## src/rtl/device_uart_rx.sv

```systemverilog
// UART receiver: 8 data bits LSB first, even parity, one stop bit.
// Bits are sampled at their midpoint from a 2-flop synchronised line.
module device_uart_rx #(
  parameter int CLKS_PER_BIT = 5200
) (
  input  logic       clk,
  input  logic       rst,
  input  logic       serialInputRx,
  input  logic       clearRx,
  output logic [7:0] dataReceived,
  output logic       rxDone,
  output logic       rxFlag,
  output logic       parityError,
  output logic       frameError,
  output logic       busyRx
);

  localparam int HALF_BIT = CLKS_PER_BIT / 2;
  localparam int CW       = $clog2(CLKS_PER_BIT);

  localparam logic [CW-1:0] CNT_LAST = CW'(CLKS_PER_BIT - 1);
  localparam logic [CW-1:0] CNT_HALF = CW'(HALF_BIT - 1);

  typedef enum logic [2:0] {
    S_IDLE,
    S_START,
    S_DATA,
    S_PARITY,
    S_STOP,
    S_DONE
  } state_e;

  state_e state_q, state_d;

  logic          meta_q;
  logic          line_q;
  logic [CW-1:0] cnt_q, cnt_d;
  logic [2:0]    bit_q, bit_d;
  logic [7:0]    shift_q, shift_d;
  logic          par_q, par_d;
  logic          stop_q, stop_d;
  logic [7:0]    data_q, data_d;
  logic          perr_q, perr_d;
  logic          ferr_q, ferr_d;
  logic          flag_q, flag_d;

  logic cnt_last;
  logic cnt_half;
  logic rx_done;
  logic busy;
  logic smp_data;
  logic smp_par;
  logic smp_stop;

  assign cnt_last = (cnt_q == CNT_LAST);
  assign cnt_half = (cnt_q == CNT_HALF);

  // Line idles high, so the synchroniser resets to 1.
  always_ff @(posedge clk) begin
    if (rst) begin
      meta_q <= 1'b1;
      line_q <= 1'b1;
    end else begin
      meta_q <= serialInputRx;
      line_q <= meta_q;
    end
  end

  always_ff @(posedge clk) begin
    if (rst) begin
      state_q <= S_IDLE;
    end else begin
      state_q <= state_d;
    end
  end

  always_comb begin
    state_d = state_q;
    unique case (state_q)
      S_IDLE: begin
        if (!line_q) state_d = S_START;
      end
      S_START: begin
        if (cnt_half) state_d = line_q ? S_IDLE : S_DATA;
      end
      S_DATA: begin
        if (cnt_last && bit_q == 3'd7) state_d = S_PARITY;
      end
      S_PARITY: begin
        if (cnt_last) state_d = S_STOP;
      end
      S_STOP: begin
        if (cnt_last) state_d = S_DONE;
      end
      S_DONE: begin
        state_d = S_IDLE;
      end
      default: begin
        state_d = S_IDLE;
      end
    endcase
  end

  always_comb begin
    rx_done  = 1'b0;
    busy     = 1'b1;
    smp_data = 1'b0;
    smp_par  = 1'b0;
    smp_stop = 1'b0;
    unique case (state_q)
      S_IDLE:   busy     = 1'b0;
      S_DATA:   smp_data = cnt_last;
      S_PARITY: smp_par  = cnt_last;
      S_STOP:   smp_stop = cnt_last;
      S_DONE:   rx_done  = 1'b1;
      default:  ;
    endcase
  end

  always_comb begin
    cnt_d   = cnt_q + CW'(1);
    bit_d   = bit_q;
    shift_d = shift_q;
    par_d   = par_q;
    stop_d  = stop_q;
    data_d  = data_q;
    perr_d  = perr_q;
    ferr_d  = ferr_q;
    flag_d  = flag_q;
    if (state_d != state_q || cnt_last) cnt_d = '0;
    if (state_q == S_START) bit_d = '0;
    if (smp_data) begin
      shift_d[bit_q] = line_q;
      bit_d          = bit_q + 3'd1;
    end
    if (smp_par)  par_d  = line_q;
    if (smp_stop) stop_d = line_q;
    if (clearRx)  flag_d = 1'b0;
    // Commit happens even for bad frames; a set beats a same-cycle clear.
    if (rx_done) begin
      data_d = shift_q;
      perr_d = ^shift_q ^ par_q;
      ferr_d = ~stop_q;
      flag_d = 1'b1;
    end
  end

  always_ff @(posedge clk) begin
    if (rst) begin
      cnt_q   <= '0;
      bit_q   <= '0;
      shift_q <= '0;
      par_q   <= 1'b0;
      stop_q  <= 1'b0;
      data_q  <= '0;
      perr_q  <= 1'b0;
      ferr_q  <= 1'b0;
      flag_q  <= 1'b0;
    end else begin
      cnt_q   <= cnt_d;
      bit_q   <= bit_d;
      shift_q <= shift_d;
      par_q   <= par_d;
      stop_q  <= stop_d;
      data_q  <= data_d;
      perr_q  <= perr_d;
      ferr_q  <= ferr_d;
      flag_q  <= flag_d;
    end
  end

  assign dataReceived = data_q;
  assign rxDone       = rx_done;
  assign rxFlag       = flag_q;
  assign parityError  = perr_q;
  assign frameError   = ferr_q;
  assign busyRx       = busy;

endmodule

```

## config.mk

```make
export PLATFORM = sky130hd
export DESIGN_NAME = device_uart_rx
export DESIGN_NICKNAME = d
export VERILOG_FILES = /design/src/rtl/device_uart_rx.sv
export SDC_FILE = /design/constraint.sdc
export NUM_CORES = 1
export LEC_CHECK = 0
export ABC_AREA = 0
export CAP_MARGIN = 10
export CORE_MARGIN = 2
export CORE_UTILIZATION = 40
export DETAILED_ROUTE_END_ITERATION = 8
export HOLD_SLACK_MARGIN = 0.1
export PLACE_DENSITY_LB_ADDON = 0.25
export SYNTH_ARGS = -nofsm -noshare
export SYNTH_HDL_FRONTEND = slang
export SYNTH_SLANG_ARGS = --single-unit
```

## constraint.sdc

```tcl
create_clock -name clk -period 2.18 [get_ports clk]
set_clock_uncertainty 0.15 [all_clocks]
set_input_delay 0.436 -clock clk [delete_from_list [all_inputs] [get_ports clk]]
set_output_delay 0.436 -clock clk [all_outputs]
set_load 0.01 [all_outputs]
```

==> results of run 1 <==
-- report_power, final --
part           leakage, uW  internal, uW  switching [uW]  total, uW
clock network    0.0000514           342             270        612
logic             0.000434          31.9            37.3       69.2
registers         0.000340           774            7.26        781
total             0.000825          1150             314       1460
-- timing repair --
item / 4_1_cts / 5_1_grt
buffers inserted: 0 / 2
setup endpoints to repair: 0 / 24
gates resized for setup: 0 / 2
hold buffers: 0 / 0
-- stage by stage --
| step | TNS, ns | hold WS (ns) | util, % | cells | area, um^2 |
|---|---|---|---|---|---|
| after global routing | -0.001926 | 0.2718 | 50.38 | 322 | 2411 |
| after global placement | 0 | 0.2444 | 47.63 | 312 | 2280 |
| after CTS | 0 | 0.2666 | 49.93 | 320 | 2390 |
| after floorplan | 0 | 0.2395 | - | 235 | 2022 |
| final | 0 | 0.2631 | 50.38 | 322 | 2411 |
| after detailed placement | 0 | 0.2467 | 47.63 | 312 | 2280 |
-- state kept, by name, indices dropped and copies added, names as in the netlist, 3 cells and up --
| signal | flops |
|---|---|
| cnt_q | 13 |
| dataReceived | 8 |
| shift_q | 8 |
| bit_q | 3 |
| state_q | 3 |
-- cell families after synthesis --
| family | after synthesis | synth area share, % |
|---|---|---|
| buffers and inverters | 23 | 5.136 |
| XOR/XNOR | 17 | 8.044 |
| AND/OR/NAND/NOR | 110 | 30.94 |
| AO/OA/AOI/OAI | 38 | 11.45 |
| adder cells (fa/ha/maj) | 3 | 1.857 |
| multiplexers | 2 | 0.9901 |
| flip-flops | 42 | 41.58 |
-- per-layer routing --
layer	global-route usage, %	vias to the layer above	part of all wire, %
li1	-	877	-
met1	23.58	806	54
met2	22.81	28	41
met3	5.221	4	3.9
met4	5.357	0	1.0
met5	0	-	0
-- critical path, delay by kind of cell (launching register included) --
family	cells	cell delay (ns)
DFF	1	0.37
and+or+nand+nor	1	0.20
buffers and inverters	2	0.63
-- worst paths after layout --
check                                      startpoint                  end
worst max register to register    cnt_q[0]$_SDFF_PP0_  cnt_q[3]$_SDFF_PP0_
worst max-delay path            state_q[1]$_SDFF_PP0_               rxDone
worst min register to register      meta_q$_SDFF_PP1_    line_q$_SDFF_PP1_
worst min-delay path                meta_q$_SDFF_PP1_    line_q$_SDFF_PP1_
-- cell type report --
class	instances	area, um^2	area share, %
multi-input cells	170	1082	44.89
flip-flops and latches	42	842.1	34.92
clock inverters	2	37.54	1.557
well taps	67	83.83	3.477
clock buffers	6	72.57	3.010
repair buffers	29	270.3	11.21
inverters	6	22.52	0.9341
-- layout by cell type, fill, tap and decap left out, types with 9 or more instances in the layout --
cell type,synthesis,routed
nand3_1,11,10
dfxtp_1,42,41
xnor2_1,11,11
a21oi_1,21,21
nand2_1,29,29
clkdlybuf4s50_1,0,16
nor2_1,9,9
buf_4,0,12
nand4_1,11,11
nor3_1,14,14
==> impl_metrics.csv, run 1 <==
group,metric,value,unit
global_routing,antenna_found_initial,0,
detailed_routing,viasPerCell,5.326,
synth,synth_edf_count,0,
placed_design,place_congestion,0.8218,
global_routing,grt_usage,16.30,%
global_routing,grt_pass1_vias,1448,
floorplan,core,4786,um^2
floorplan,boundaryPins,17,
synth,synth_top_area_cell,"dfxtp_1",
setup_path,crit_path_start_kind,"flop",
placed_design,portBuffers,16,
detailed_routing,drt_first_pass_iters,4,
clocking,clkLatencyLatePin,0.30,ns
synth,avgSynthCellArea,8.604,um^2
setup_path,reg2regPathDepth,7,
run_status,status,"completed",
timing,worst_pin_slew,0.5067,ns
detailed_routing,drt-initial-drc-count,125,
floorplan,die_h,75.10,um
clocking,cts-root-buf,"clkbuf_8",
synth,synth_common_cells,"42 x dfxtp_1, 29 x nand2_1, 21 x a21oi_1",
placed_design,place_ws,0.1065,ns
floorplan,initial_core_util,42.25,%
power,leakagePower,0.0008252,uW
synth,syn_nets,242,
synth,yosys_warnings,0,
cells_and_area,num-fill-cells,478,
power,max-vdd-ir-drop,0.2590,mV
global_routing,grt_pass1_wl,6886,um
setup_path,worst-path-max-fanout,12,
detailed_routing,drc,0,
timing,fin_crit_sh,95.55,%
synth,ys_dominant_reg_cell,"dfxtp_1",
detailed_routing,num_vias,1715,
floorplan,die-area,5639,um^2
setup_path,cp_slowest_stage_delay,0.53,ns
placed_design,dpl.hpwl,2858,um
clocking,htreeDepth,2,
synth,netlist_instances,235,
clocking,numCtsBuffers,5,
synth,ys_seq_elements,42,
setup_path,cp-end-kind,"output port",
synth,async_reset_ff_share,0,%
clocking,cts_tree,"yes",
cells_and_area,drive_above_1_share,10.98,%
floorplan,rows,25,
synth,syn_area,2022,um^2
power,powerDensity,606.5,nW/um^2
clocking,clock_sinks,42,
detailed_routing,routedWlPerCell,12.95,um
global_routing,grt_max_degree,33,
timing,finalHoldViolCount,0,
timing,max_slew_margin,65.75,%
clocking,clk_path_buf_depth,2,
floorplan,die_w,75.10,um
detailed_routing,final_antenna_net_count,0,
synth,yosysMostFrequentCell,"dfxtp_1",
timing,max_freq,480.1,MHz
clocking,cts.clk_slew.worst_paths,0.08,ns
setup_path,critPathSlowestCell,"clkdlybuf4s50_1",
timing,maxSlewViolCount,0,
cells_and_area,antenna_cells,0,
setup_path,path_cells,"nand3b_1, inv_1, clkdlybuf4s50_1",
setup_path,cp.required,1.59,ns
setup_path,path_class,"reg -> out",
cells_and_area,finalNetCount,261,
synth,seq_area_frac_synth,41.58,%
min_path,whs_path_depth,1,
synth,ys_types,41,
timing,final.setup.worst_slack,0.09707,ns
detailed_routing,wirelength,4169,um
timing,min_period,2.083,ns
global_routing,grt_overflow,0,
synth,synth.area.top_cells,"dfxtp_1 42%, nand2_1 5.4%, a21oi_1 5.2%",
setup_path,ff2ff_setup_slack,0.17,ns
min_path,hold_path_class,"reg -> reg",
run,maxCapViolCount,0,
setup_path,worstPathArrival,1.50,ns
cells_and_area,area.growth.synth_to_final,19.24,%
synth,synth_top_area_share,41.58,%
timing,setup_viol,0,
power,p_total,1462,uW
No activity file was read; power rests on OpenSTA's default activity.
==> run 2: changes to the inputs <==
--- a/config.mk
+++ b/config.mk
@@ -6,7 +6,7 @@
 export NUM_CORES = 1
 export LEC_CHECK = 0
 export ABC_AREA = 0
-export CAP_MARGIN = 10
+export CAP_MARGIN = 0
 export CORE_MARGIN = 2
 export CORE_UTILIZATION = 40
 export DETAILED_ROUTE_END_ITERATION = 8
==> results of run 2 <==
Same layout as run 1: the final DEF is identical, and so are final timing and power.
==> run 3: changes to the inputs <==
--- a/config.mk
+++ b/config.mk
@@ -9,9 +9,11 @@
 export CAP_MARGIN = 0
 export CORE_MARGIN = 2
 export CORE_UTILIZATION = 40
+export CTS_CLUSTER_SIZE = 25
 export DETAILED_ROUTE_END_ITERATION = 8
 export HOLD_SLACK_MARGIN = 0.1
 export PLACE_DENSITY_LB_ADDON = 0.25
+export SETUP_SLACK_MARGIN = 0.15
 export SYNTH_ARGS = -nofsm -noshare
 export SYNTH_HDL_FRONTEND = slang
 export SYNTH_SLANG_ARGS = --single-unit
==> run 3 against run 2 <==
Against the previous run: sequential cell count unchanged; register-to-register slack better by 0.09 ns; first-iteration DRC count up 37%; combinational power up 18%; sequential share of layout area down 0.43 points; sequential power about the same; fmax up 5.3%; critical path type unchanged; critical endpoint is now busyRx; largest cell class unchanged; highest routed layer unchanged.
==> impl_metrics.csv, run 3 (synthesis gave the netlist of run 1 again) <==
group,metric,value,unit
run_status,status,"completed",
cells_and_area,fin_util,51.92,%
setup_path,cp_slowest_stage_delay,0.53,ns
timing,setup_viol,0,
detailed_routing,wirelength,4441,um
timing,finalHoldViolCount,0,
setup_path,rr_startpoint,"cnt_q[0]$_SDFF_PP0_",
timing,worst_pin_slew,0.4492,ns
timing,max_freq,505.6,MHz
floorplan,core,4786,um^2
clocking,cts_tree,"yes",
cells_and_area,regMostFlops,"cnt_q",
power,p_sw,317.7,uW
cells_and_area,antenna_cells,0,
setup_path,cp-startpoint,"state_q[0]$_SDFF_PP0_",
floorplan,boundaryPins,17,
power,powerDensity,591.9,nW/um^2
run,maxCapViolCount,0,
detailed_routing,drt-initial-drc-count,171,
setup_path,crit_path_start_kind,"flop",
clocking,cts-root-buf,"clkbuf_8",
cells_and_area,finalNetCount,263,
detailed_routing,drc,0,
setup_path,ff2ff_setup_slack,0.26,ns
timing,tns,0,ns
placed_design,dpl.hpwl,2853,um
cells_and_area,final_area,2485,um^2
setup_path,critPathSlowestCell,"clkdlybuf4s50_1",
global_routing,grt_overflow,0,
timing,min_period,1.978,ns
setup_path,reg2regPathDepth,7,
timing,rsz0062_at_grt,"false",
global_routing,grt_max_degree,33,
power,leakagePower,0.0008466,uW
clocking,clkLatencyLatePin,0.29,ns
timing,max_slew_margin,69.97,%
cells_and_area,final_common_cell,"dfxtp_1",
detailed_routing,num_vias,1734,
detailed_routing,viasPerCell,5.352,
clocking,numCtsBuffers,5,
setup_path,crit_end,"busyRx",
cells_and_area,largest_register_ff_count,13,
power,intPower,1153,uW
setup_path,cp.required,1.59,ns
cells_and_area,num-fill-cells,450,
setup_path,cp-end-kind,"output port",
placed_design,placed_cell_area,2305,um^2
global_routing,grt_pass1_wl,7162,um
power,max-vdd-ir-drop,0.3776,mV
detailed_routing,final_antenna_net_count,0,
placed_design,portBuffers,16,
min_path,hold_start,"meta_q$_SDFF_PP1_",
power,clkPwrFrac,41.3,%
power,swShare,21.60,%
cells_and_area,area.growth.synth_to_final,22.90,%
floorplan,die_h,75.10,um
floorplan,rows,25,
cells_and_area,layout_common_cells,"37 x dfxtp_1, 29 x nand2_1, 21 x a21oi_1, 15 x clkdlybuf4s50_1, 14 x nor3_1",
clocking,cts.clk_slew.worst_paths,0.08,ns
global_routing,antenna_found_initial,0,
setup_path,path_class,"reg -> out",
global_routing,grt_pass1_vias,1507,
floorplan,die-area,5639,um^2
floorplan,initial_core_util,42.25,%
timing,final.setup.worst_slack,0.2022,ns
power,seq_power_share,53.1,%
placed_design,place_ws,0.1342,ns
timing,maxSlewViolCount,0,
placed_design,place_congestion,0.8160,
global_routing,grt_usage,16.75,%
floorplan,die_w,75.10,um
setup_path,rr_endpoint,"cnt_q[10]$_SDFF_PP0_",
setup_path,path_cells,"inv_1, nand2_1, clkdlybuf4s50_1",
clocking,clk_path_buf_depth,2,
min_path,hold_path_class,"reg -> reg",
detailed_routing,drt_first_pass_iters,4,
timing,fin_crit_sh,90.72,%
clocking,hold_buffers,0,
setup_path,worst-path-max-fanout,7,
clocking,htreeDepth,2,
setup_path,worstPathArrival,1.39,ns
cells_and_area,drive_above_1_share,14.79,%
power,p_comb_share,5.6,%
power,p_total,1471,uW
detailed_routing,routedWlPerCell,13.71,um
clocking,clock_sinks,42,
==> run 3: cell count changes in the layout (fill, tap and decap cells not counted), sizes merged <==
cell	delta
buf	+2
clkdlybuf4s50	-1
dlygate4sd2	+1
==> run 3: per-stage QoR <==
step | std cells | hold WS [ns]
after CTS | 320 | 0.2683
after floorplan | 235 | 0.2395
after global placement | 312 | 0.2415
final | 324 | 0.2666
after detailed placement | 312 | 0.2488
after global routing | 324 | 0.2825
==> run 3: metal layers <==
| layer | share of wire [%] | global-route usage, % | wire length [um] | vias to the layer above |
|---|---|---|---|---|
| met2 | 43 | 24.76 | 1918 | 42 |
| met4 | 1.2 | 5.357 | 55 | 0 |
| met1 | 51 | 23.79 | 2249 | 802 |
| met5 | 0 | 0 | 0 | - |
| li1 | - | - | - | 883 |
| met3 | 4.9 | 4.418 | 218 | 7 |
==> run 3: worst min-delay path by stage <==
stage                                   end  slack (ns)  depth (start not counted)
final                     line_q$_SDFF_PP1_        0.27                          1
after CTS                 line_q$_SDFF_PP1_        0.27                          1
after floorplan           line_q$_SDFF_PP1_        0.24                          1
after detailed placement  line_q$_SDFF_PP1_        0.25                          1
after global placement    line_q$_SDFF_PP1_        0.24                          1
after global routing      line_q$_SDFF_PP1_        0.28                          1
==> run 3: power groups by stage <==
stage | logic, uW | clock network (uW) | registers [uW]
after floorplan | 46.3 | 0 | 798
after global placement | 67.9 | 0 | 800
after detailed placement | 67.6 | 0 | 801
after CTS | 68.8 | 628 | 781
after global routing | 89.1 | 661 | 783
final | 81.9 | 607 | 782
==> run 3: final cells by class <==
cell class              count  area [um^2]  share of cell area, %
well taps                  67        83.83                  3.374
repair buffers             31        295.3                  11.88
inverters                   6        22.52                 0.9063
flip-flops and latches     42        857.1                  34.49
clock buffers               6        72.57                  2.920
clock inverters             2        37.54                  1.511
multi-input cells         170         1116                  44.91
==> run 3: critical path: cells and delay by family (launching register included) <==
family	cells	cell delay, ns
buffers and inverters	2	0.63
and+or+nand+nor	1	0.08
DFF	1	0.39
==> run 3: what timing repair did <==
item	4_1_cts	5_1_grt
pin swaps	0	1
buffers inserted	0	3
gates cloned	0	1
gates resized for setup	6	12
endpoints found under the setup margin	12	25
